==> src/rtl/pattern_histogram_pkg.sv <==
// Shared types and default constants for the pattern histogram scanner.
package pattern_histogram_pkg;
  typedef enum logic [2:0] {IDLE, LOAD_PAT, SCAN, WRITE, DONE} state_t;

  localparam logic [7:0] DEF_BASE_ADDR = 8'd32;
  localparam int         DEF_NUM_BYTES = 64;
  localparam logic [7:0] DEF_PAT_ADDR  = 8'd9;
  localparam logic [7:0] DEF_HIST_ADDR = 8'd10;
  localparam int         CNT_W         = 8;
  localparam int         NUM_BINS      = 5;
endpackage

==> src/rtl/pattern_histogram_if.sv <==
// Data memory port: the scanner drives address/write, memory returns read data.
interface pattern_histogram_if;
  logic [7:0] mem_addr;
  logic [7:0] mem_rd_data;
  logic       mem_wr_en;
  logic [7:0] mem_wr_data;

  modport master (output mem_addr, output mem_wr_en, output mem_wr_data, input mem_rd_data);
  modport slave  (input mem_addr, input mem_wr_en, input mem_wr_data, output mem_rd_data);
endinterface

==> src/rtl/pattern_histogram_nibble_match.sv <==
// Counts how many of the five 4-bit windows of a byte equal the pattern.
module nibble_match (
  input  logic [7:0] data,
  input  logic [3:0] pattern,
  output logic [2:0] m
);
  logic [4:0] hit;

  for (genvar gi = 0; gi < 5; gi++) begin : g_hit
    assign hit[gi] = (data[gi+3:gi] == pattern);
  end

  always_comb begin
    m = '0;
    for (int k = 0; k < 5; k++) m = m + {2'b00, hit[k]};
  end
endmodule

==> src/rtl/pattern_histogram.sv <==
// Scans a byte range for 4-bit pattern occurrences and writes a 5-bin
// histogram (bins = matches per byte, 1..5) back to memory.
module pattern_histogram
  import pattern_histogram_pkg::*;
#(
  parameter logic [7:0] BASE_ADDR = DEF_BASE_ADDR,
  parameter int         NUM_BYTES = DEF_NUM_BYTES,
  parameter logic [7:0] PAT_ADDR  = DEF_PAT_ADDR,
  parameter logic [7:0] HIST_ADDR = DEF_HIST_ADDR
) (
  input  logic CLK,
  input  logic Reset,
  input  logic start,
  output logic Halt,
  pattern_histogram_if.master mem
);
  state_t           state;
  logic [3:0]       pattern;
  logic [8:0]       index;
  logic [CNT_W-1:0] counter [1:NUM_BINS];
  logic [CNT_W-1:0] cnt_upd [1:NUM_BINS];
  logic [CNT_W-1:0] next_wr_data;
  logic [2:0]       m;

  nibble_match u_match (
    .data    (mem.mem_rd_data),
    .pattern (pattern),
    .m       (m)
  );

  // Counters as they will be after the byte currently on the bus is counted.
  for (genvar gi = 1; gi <= NUM_BINS; gi++) begin : g_upd
    assign cnt_upd[gi] = (m == 3'(gi) && counter[gi] != '1) ? counter[gi] + 1'b1
                                                              : counter[gi];
  end

  // Data for the write slot following slot index[2:0].
  always_comb begin
    next_wr_data = '0;
    case (index[2:0])
      3'd0:    next_wr_data = counter[2];
      3'd1:    next_wr_data = counter[3];
      3'd2:    next_wr_data = counter[4];
      3'd3:    next_wr_data = counter[5];
      default: next_wr_data = '0;
    endcase
  end

  always_ff @(posedge CLK or posedge Reset) begin
    if (Reset) begin
      state           <= IDLE;
      Halt            <= 1'b0;
      mem.mem_wr_en   <= 1'b0;
      mem.mem_wr_data <= '0;
      mem.mem_addr    <= PAT_ADDR;
      pattern         <= '0;
      index           <= '0;
      for (int j = 1; j <= NUM_BINS; j++) counter[j] <= '0;
    end else if (start) begin
      state           <= IDLE;
      Halt            <= 1'b0;
      mem.mem_wr_en   <= 1'b0;
      mem.mem_addr    <= PAT_ADDR;
      index           <= '0;
      for (int j = 1; j <= NUM_BINS; j++) counter[j] <= '0;
    end else begin
      case (state)
        IDLE: begin
          mem.mem_addr <= PAT_ADDR;
          index        <= '0;
          for (int j = 1; j <= NUM_BINS; j++) counter[j] <= '0;
          state        <= LOAD_PAT;
        end
        LOAD_PAT: begin
          pattern      <= mem.mem_rd_data[3:0];
          mem.mem_addr <= BASE_ADDR;
          index        <= '0;
          state        <= SCAN;
        end
        SCAN: begin
          for (int j = 1; j <= NUM_BINS; j++) counter[j] <= cnt_upd[j];
          if (index == 9'(NUM_BYTES - 1)) begin
            // First write slot is presented on the same edge the last byte is counted.
            state           <= WRITE;
            index           <= '0;
            mem.mem_wr_en   <= 1'b1;
            mem.mem_addr    <= HIST_ADDR;
            mem.mem_wr_data <= cnt_upd[1];
          end else begin
            index        <= index + 1'b1;
            mem.mem_addr <= BASE_ADDR + index[7:0] + 8'd1;
          end
        end
        WRITE: begin
          if (index[2:0] == 3'd4) begin
            state         <= DONE;
            mem.mem_wr_en <= 1'b0;
            Halt          <= 1'b1;
          end else begin
            index           <= index + 1'b1;
            mem.mem_addr    <= HIST_ADDR + index[7:0] + 8'd1;
            mem.mem_wr_data <= next_wr_data;
          end
        end
        DONE: begin
          Halt          <= 1'b1;
          mem.mem_wr_en <= 1'b0;
        end
        default: state <= IDLE;
      endcase
    end
  end
endmodule

==> src/flat_wrapper.sv <==
// flat-port wrapper written by rule: the top's interface ports become plain ports
module pattern_histogram_flat import pattern_histogram_pkg::*;
#(
  parameter logic [7:0] BASE_ADDR = DEF_BASE_ADDR,
  parameter int         NUM_BYTES = DEF_NUM_BYTES,
  parameter logic [7:0] PAT_ADDR  = DEF_PAT_ADDR,
  parameter logic [7:0] HIST_ADDR = DEF_HIST_ADDR
)
  (CLK, Reset, start, Halt, mem_mem_addr, mem_mem_wr_en, mem_mem_wr_data, mem_mem_rd_data);
  pattern_histogram_if mem_i ();
  input  logic CLK;
  input  logic Reset;
  input  logic start;
  output logic Halt;
  output wire logic [$bits(mem_i.mem_addr)-1:0] mem_mem_addr;
  output wire logic [$bits(mem_i.mem_wr_en)-1:0] mem_mem_wr_en;
  output wire logic [$bits(mem_i.mem_wr_data)-1:0] mem_mem_wr_data;
  input wire logic [$bits(mem_i.mem_rd_data)-1:0] mem_mem_rd_data;
  assign mem_mem_addr = mem_i.mem_addr;
  assign mem_mem_wr_en = mem_i.mem_wr_en;
  assign mem_mem_wr_data = mem_i.mem_wr_data;
  assign mem_i.mem_rd_data = mem_mem_rd_data;
  pattern_histogram #(.BASE_ADDR(BASE_ADDR), .NUM_BYTES(NUM_BYTES), .PAT_ADDR(PAT_ADDR), .HIST_ADDR(HIST_ADDR)) u_core (.CLK(CLK), .Reset(Reset), .start(start), .Halt(Halt), .mem(mem_i));
endmodule
==> config.mk <==
export PLATFORM = sky130hd
export DESIGN_NAME = pattern_histogram_flat
export DESIGN_NICKNAME = d
export VERILOG_FILES = /design/src/rtl/pattern_histogram_pkg.sv /design/src/rtl/pattern_histogram_if.sv /design/src/rtl/pattern_histogram_nibble_match.sv /design/src/rtl/pattern_histogram.sv /design/src/flat_wrapper.sv
export SDC_FILE = /design/constraint.sdc
export NUM_CORES = 1
export LEC_CHECK = 0
export BUFFER_PORTS_ARGS = -buffer_cell sky130_fd_sc_hd__clkbuf_2
export CORE_ASPECT_RATIO = 1.75
export CORE_UTILIZATION = 40
export CTS_CLUSTER_DIAMETER = 200
export DETAILED_ROUTE_END_ITERATION = 10
export MAX_ROUTING_LAYER = met4
export SLEW_MARGIN = 40
export SYNTH_ARGS = -nofsm -noshare
export SYNTH_HDL_FRONTEND = slang
export SYNTH_HIERARCHICAL = 1
export SYNTH_SLANG_ARGS = --single-unit
==> constraint.sdc <==
create_clock -name CLK -period 7.5 [get_ports CLK]
set_input_delay 0.75 -clock CLK [delete_from_list [all_inputs] [get_ports CLK]]
set_output_delay 0.75 -clock CLK [all_outputs]
set_load 0.005 [all_outputs]
==> results of run 1 <==
[synth_stat cells (6+ instances only)]
library cell and n:
dfrtp_1 72, a31oi_1 6, mux2_2 9, and2_1 8, ha_1 13, xnor2_1 19
o21ai_0 45, nand3_1 16, buf_2 7, nand4_1 17, clkbuf_1 18, inv_1 10
xor2_1 27, a222oi_1 8, o31ai_1 7, nor2_1 41, nand2_1 50, a21oi_1 21
and3_1 12
[sequential cells by signal (all words and copies together), names as in the netlist]
register                cells
u_core/mem.mem_addr         8
u_core/index                9
u_core/mem.mem_wr_data      8
u_core/Halt                 1
u_core/mem.mem_wr_en        1
u_core/counter             40
u_core/state                3
u_core/pattern              4
[cell usage in the layout, fill, tap and decap left out, drive strengths merged, types with 13 or more instances in the layout]
cell	count
nand2	50
dfrtp	72
nand4	17
a21oi	22
nand3	16
nor2	41
clkbuf	38
xor2	27
xnor2	19
ha	13
o21ai	45
[worst register-to-register path: stages, from the launching register on]
cell	delay, ps
dfrtp_1	480
xnor2_1	200
nand4_1	140
fa_1	550
inv_1	50
fa_1	410
ha_1	350
or3b_2	520
or4b_1	560
o211ai_1	110
a21oi_1	90
a21o_1	150
[routing by layer]
metal | part of all wire | track usage | wire, um
met5 | 0 | - | 0
met1 | 0.37 | 0.216 | 4530
met2 | 0.55 | 0.391 | 6700
met4 | 0.044 | 0.134 | 535
met3 | 0.032 | 0.0303 | 390
[kinds of logic after synthesis]
logic type               synth area share
multiplexers                       0.0307
XOR/XNOR                           0.0875
adder cells (fa/ha/maj)            0.0440
AND/OR/NAND/NOR                     0.206
buffers and inverters              0.0377
AO/OA/AOI/OAI                       0.192
flip-flops                          0.402
[area by class of cell]
type,instances,area (um2),area share
tap,132,165,0.0322
clock buffer,10,239,0.0466
sequential,74,1850,0.361
timing repair buffer,31,166,0.0324
multi-input combinational,387,2590,0.505
clock inverter,6,80.1,0.0156
inverter,10,37.5,0.00731
[per-stage QoR]
| step | setup WS [ps] | utilization |
|---|---|---|
| floorplan | 3700 | - |
| global placement | 3430 | 0.430 |
| detailed placement | 3370 | 0.431 |
| CTS | 3710 | 0.459 |
| global route | 3530 | 0.460 |
| finish | 3740 | 0.460 |
[power groups by stage]
stage	registers, mW	clock network (mW)	logic, mW
finish	0.462	0.461	0.298
global route	0.466	0.488	0.328
CTS	0.462	0.472	0.295
detailed placement	0.469	0	0.293
global placement	0.466	0	0.290
floorplan	0.442	0	0.257
[worst min-delay path by stage]
stage	slack, ps	to	depth (start not counted)	startpoint
floorplan	430	u_core/index[8]$_DFFE_PP0P_	1	u_core/index[8]$_DFFE_PP0P_
global placement	450	u_core/index[8]$_DFFE_PP0P_	1	u_core/index[8]$_DFFE_PP0P_
detailed placement	450	u_core/index[8]$_DFFE_PP0P_	1	u_core/index[8]$_DFFE_PP0P_
CTS	460	u_core/index[8]$_DFFE_PP0P_	1	u_core/index[8]$_DFFE_PP0P_
global route	470	u_core/index[8]$_DFFE_PP0P_	1	u_core/index[8]$_DFFE_PP0P_
finish	470	u_core/index[8]$_DFFE_PP0P_	1	u_core/index[8]$_DFFE_PP0P_
==> flow_summary.yaml, run 1 <==
power_and_ir_drop:
  pwr-share-seq: 0.378
  total_power_mw: 1.22
  worst_ir_drop_vdd_mv: 0.143
  power_leakage_nw: 2.21
  switching_share: 0.314
  switchingPower_mw: 0.383
  powerDensity_mw_per_mm2: 238
  clock_power_share: 0.378
  p_int_mw: 0.838
  p_comb_frac: 0.244
critical_path:
  cp-endpoint: "u_core/mem.mem_wr_data[4]$_DFFE_PP0P_"
  critical_path_class: "in -> reg"
  cpMaxStageDelayCell: "fa_1"
  startpoint: "mem_mem_rd_data[3]"
  rr_startpoint: "u_core/pattern[1]$_DFFE_PP0P_"
  critPathMaxFanout: 5
  cp_num_cells: 12
  cpLargestDelayFamily: "adder cells"
  path_buf_inv: 2
  cp.arrival_ps: 3980
  r2r_slack_ps: 3770
  rr_worst_depth: 11
  critPathMaxStageDelay_ps: 550
  critPathRequiredTime_ps: 7720
  crit_path_frequent_cell: "fa_1"
  cp-end-kind: "flip-flop"
  start_kind: "input port"
  r2r_end: "u_core/mem.mem_wr_data[4]$_DFFE_PP0P_"
  crit_chain: "clkbuf_2 -> xnor2_1 -> nand4_1 -> fa_1 -> inv_1 -> fa_1 -> ha_1 -> or3b_2 -> or4b_1 -> o211ai_1 -> a21oi_1 -> a21o_1"
clock_tree:
  cts_tree: "done"
  cts_buffers: 9
  clk_pin_slew_ps: 60
  root_buffer: "clkbuf_16"
  cts_resized: 0
  cts.sinks: 74
  clock_latency_ps: 330
  cts_buffer_depth: 2
  htreeDepth: 3
  ctsHoldBuffers: 0
  cts_setup_buffers: 0
layout:
  drive_gt1_frac: 0.145
  diodes: 0
  fin_area_mm2: 0.00513
  final_nets: 539
  syn_to_final_growth_pct: 11.4
  final_cells: 650
  fill_cells: 1043
yosys:
  synth_area_mm2: 0.00461
  synth.top_cells.by_area: "dfrtp_1, xor2_1, o21ai_0, nand2_1, xnor2_1"
  yosysSeqAreaShare: 0.402
  synth_edf_count: 0
  yosysTopAreaCell: "dfrtp_1"
  syn_avg_cell_area_um2: 9.23
  synth-warning-count: 6
  ys_types: 66
  async_reset_ff_frac: 1.00
  synthFlopType: "dfrtp_1"
  synth_top_area_share: 0.391
  syn_nets: 525
  synth_cells: 499
  ys_seq_elements: 74
sta:
  rsz0062_at_grt: "false"
  setup_tns_ps: 0
  finalCriticalPeriod_ps: 3760
  skew_ps: 6.05
  whs_ps: 469
  slew_headroom: 0.434
  fmax_ghz: 0.266
  worst_pin_slew_ps: 846
  slew_violations: 0
  setup_viol: 0
  final_hold_viol_count: 0
  period_share: 0.501
routing:
  drt-pass1-iter-count: 7
  via_count: 3941
  drtIter0Drc: 294
  wirelength_um: 12200
  drc: 0
  wl_per_cell_um: 18.7
  ant_nets: 0
  vias_per_cell: 6.06
worst_hold_path:
  holdCritPathClass: "reg -> reg"
global_route:
  grt_max_degree: 75
  antenna_found_initial: 0
  gr-total-overflow: 0
  grt_util_all_layers: 0.215
  first_global_vias: 3874
  grt_pass1_wl_um: 19500
floorplan:
  die_w_um: 83.1
  core_area_mm2: 0.0112
  die_y_um: 144
  rows: 51
  ioPinCount: 29
  dieArea_mm2: 0.0120
  start_util: 0.413
placed_design:
  place_congestion: 0.880
  hpwl_um: 8930
  numPortBuffers: 28
  dp_cells: 634
  place_area_mm2: 0.00481
status:
  status: "complete, no violations"
flow_run:
  cap_violations: 0
Note: power is estimated with default switching activity, not from simulation.
==> run 2: changes to the inputs <==
clock period = 3.9 ns   (was 7.5 ns; I/O delays follow)
==> run 2 against run 1 <==
Wire length rose by 1.5%; register-to-register slack worse by 3500 ps; combinational power increased by 110%; sequential cell count is the same; core utilization rose by 0.48 points; cell area increased by 1.0%.
==> flow_summary.yaml, run 2 (same netlist as run 1, synthesis figures left out) <==
status:
  status: "complete, no violations"
sta:
  final_hold_viol_count: 0
  setup_viol: 0
  period_share: 0.940
  skew_ps: 4.33
  whs_ps: 120
  fmax_ghz: 0.273
  slew_headroom: 0.474
  slew_violations: 0
  setup_tns_ps: 0
  worst_pin_slew_ps: 789
  rsz0062_at_grt: "false"
  finalCriticalPeriod_ps: 3670
routing:
  maxUsedRoutingLayer: "met4"
  vias_per_cell: 6.01
  drc: 0
  drtIter0Drc: 208
  wirelength_um: 12300
  via_count: 3966
  wl_met3_um: 337
  wl_met1_um: 4640
  drt-pass1-iter-count: 5
  routed-wl-met2_um: 6910
  ant_nets: 0
  wl_per_cell_um: 18.7
global_route:
  first_global_vias: 3955
  gr-total-overflow: 0
  grt_util_all_layers: 0.218
  grt_max_degree: 46
  grt_pass1_wl_um: 19800
  antenna_found_initial: 0
layout:
  largestRegisters: "u_core/counter x40, u_core/index x9"
  syn_to_final_growth_pct: 12.6
  final_common_cell: "dfrtp_1"
  diodes: 0
  regMostFlops: "u_core/counter"
  drive_gt1_frac: 0.155
  final_nets: 549
  fin_area_mm2: 0.00519
  final_cell_mix: "dfrtp_1, nand2_1, o21ai_0"
  largest_reg_flops: 40
critical_path:
  critPathMaxFanout: 6
  critPathRequiredTime_ps: 4130
  cp.arrival_ps: 3890
  critical_path_class: "reg -> reg"
  cp-end-kind: "flip-flop"
  start_kind: "flip-flop"
clock_tree:
  clock_latency_ps: 330
  cts_setup_buffers: 0
  root_buffer: "clkbuf_16"
  cts_resized: 0
  clk_pin_slew_ps: 60
  cts_buffers: 9
  cts.sinks: 74
  cts_buffer_depth: 2
  cts_tree: "done"
  ctsHoldBuffers: 0
  htreeDepth: 3
power_and_ir_drop:
  powerDensity_mw_per_mm2: 453
  p_int_mw: 1.60
  pwr-share-seq: 0.379
  switchingPower_mw: 0.748
  clock_power_share: 0.356
  p_comb_frac: 0.265
  switching_share: 0.319
  power_leakage_nw: 2.25
  worst_ir_drop_vdd_mv: 0.320
placed_design:
  place_congestion: 0.887
  place_area_mm2: 0.00488
  hpwl_um: 9160
  numPortBuffers: 28
floorplan:
  ioPinCount: 29
  core_area_mm2: 0.0112
  die_y_um: 144
  rows: 51
  start_util: 0.413
  die_w_um: 83.1
  dieArea_mm2: 0.0120
flow_run:
  cap_violations: 0
worst_hold_path:
  holdCritPathClass: "in -> async"
## run 2: final timing paths
kind	startpoint	endpoint	slack [ps]	cells after the start
max in group asynchronous	Reset	u_core/counter[38]$_DFFE_PP0P_	3140	3
min in group CLK	mem_mem_rd_data[0]	u_core/pattern[0]$_DFFE_PP0P_	340	2
setup / recovery	u_core/pattern[0]$_DFFE_PP0P_	u_core/mem.mem_wr_data[4]$_DFFE_PP0P_	230	11
setup reg to reg	u_core/pattern[0]$_DFFE_PP0P_	u_core/mem.mem_wr_data[4]$_DFFE_PP0P_	230	11
hold / removal	Reset	u_core/mem.mem_addr[7]$_DFFE_PP0P_	120	2
hold reg to reg	u_core/index[8]$_DFFE_PP0P_	u_core/index[8]$_DFFE_PP0P_	460	1
## run 2: critical path, cell delays in order, from the launching register on
cell and delay [ps]:
dfrtp_1 470, xnor2_1 260, nand4_1 160, fa_1 500, inv_1 50, fa_1 420, ha_1 290, or3b_2 510
or4b_1 550, o211ai_1 110, a21oi_1 90, a21o_1 150
## run 2: final cells by class
type                       count  area (um2)
timing repair buffer          41         238
fill                        1069        5980
tap                          132         165
clock inverter                 2        35.0
sequential                    74        1850
multi-input combinational    387        2590
clock buffer                  14         264
inverter                      10        40.0
## run 2: stage by stage
stage          power (mW)  worst slack [ps]  instances   util
3_3_place_gp         1.49               253        644  0.436
5_1_grt              2.45              45.4        660  0.464
6_report             2.35               235        660  0.464
4_1_cts              2.36               245        660  0.464
3_5_place_dp         1.51               198        644  0.437
2_1_floorplan        1.34               342        499      -
## run 2: power by group through the flow
stage,Sequential (mW),Clock [mW],Combinational [mW]
floorplan,0.851,0,0.493
global placement,0.896,0,0.593
detailed placement,0.902,0,0.608
CTS,0.888,0.856,0.612
global route,0.894,0.878,0.674
finish,0.889,0.836,0.622
## run 2: metal layers
metal / GRT usage / up-vias
met1: 0.213 / 1954
met5: - / -
met3: 0.0325 / 33
met4: 0.119 / 0
met2: 0.413 / 108
li1: - / 1871
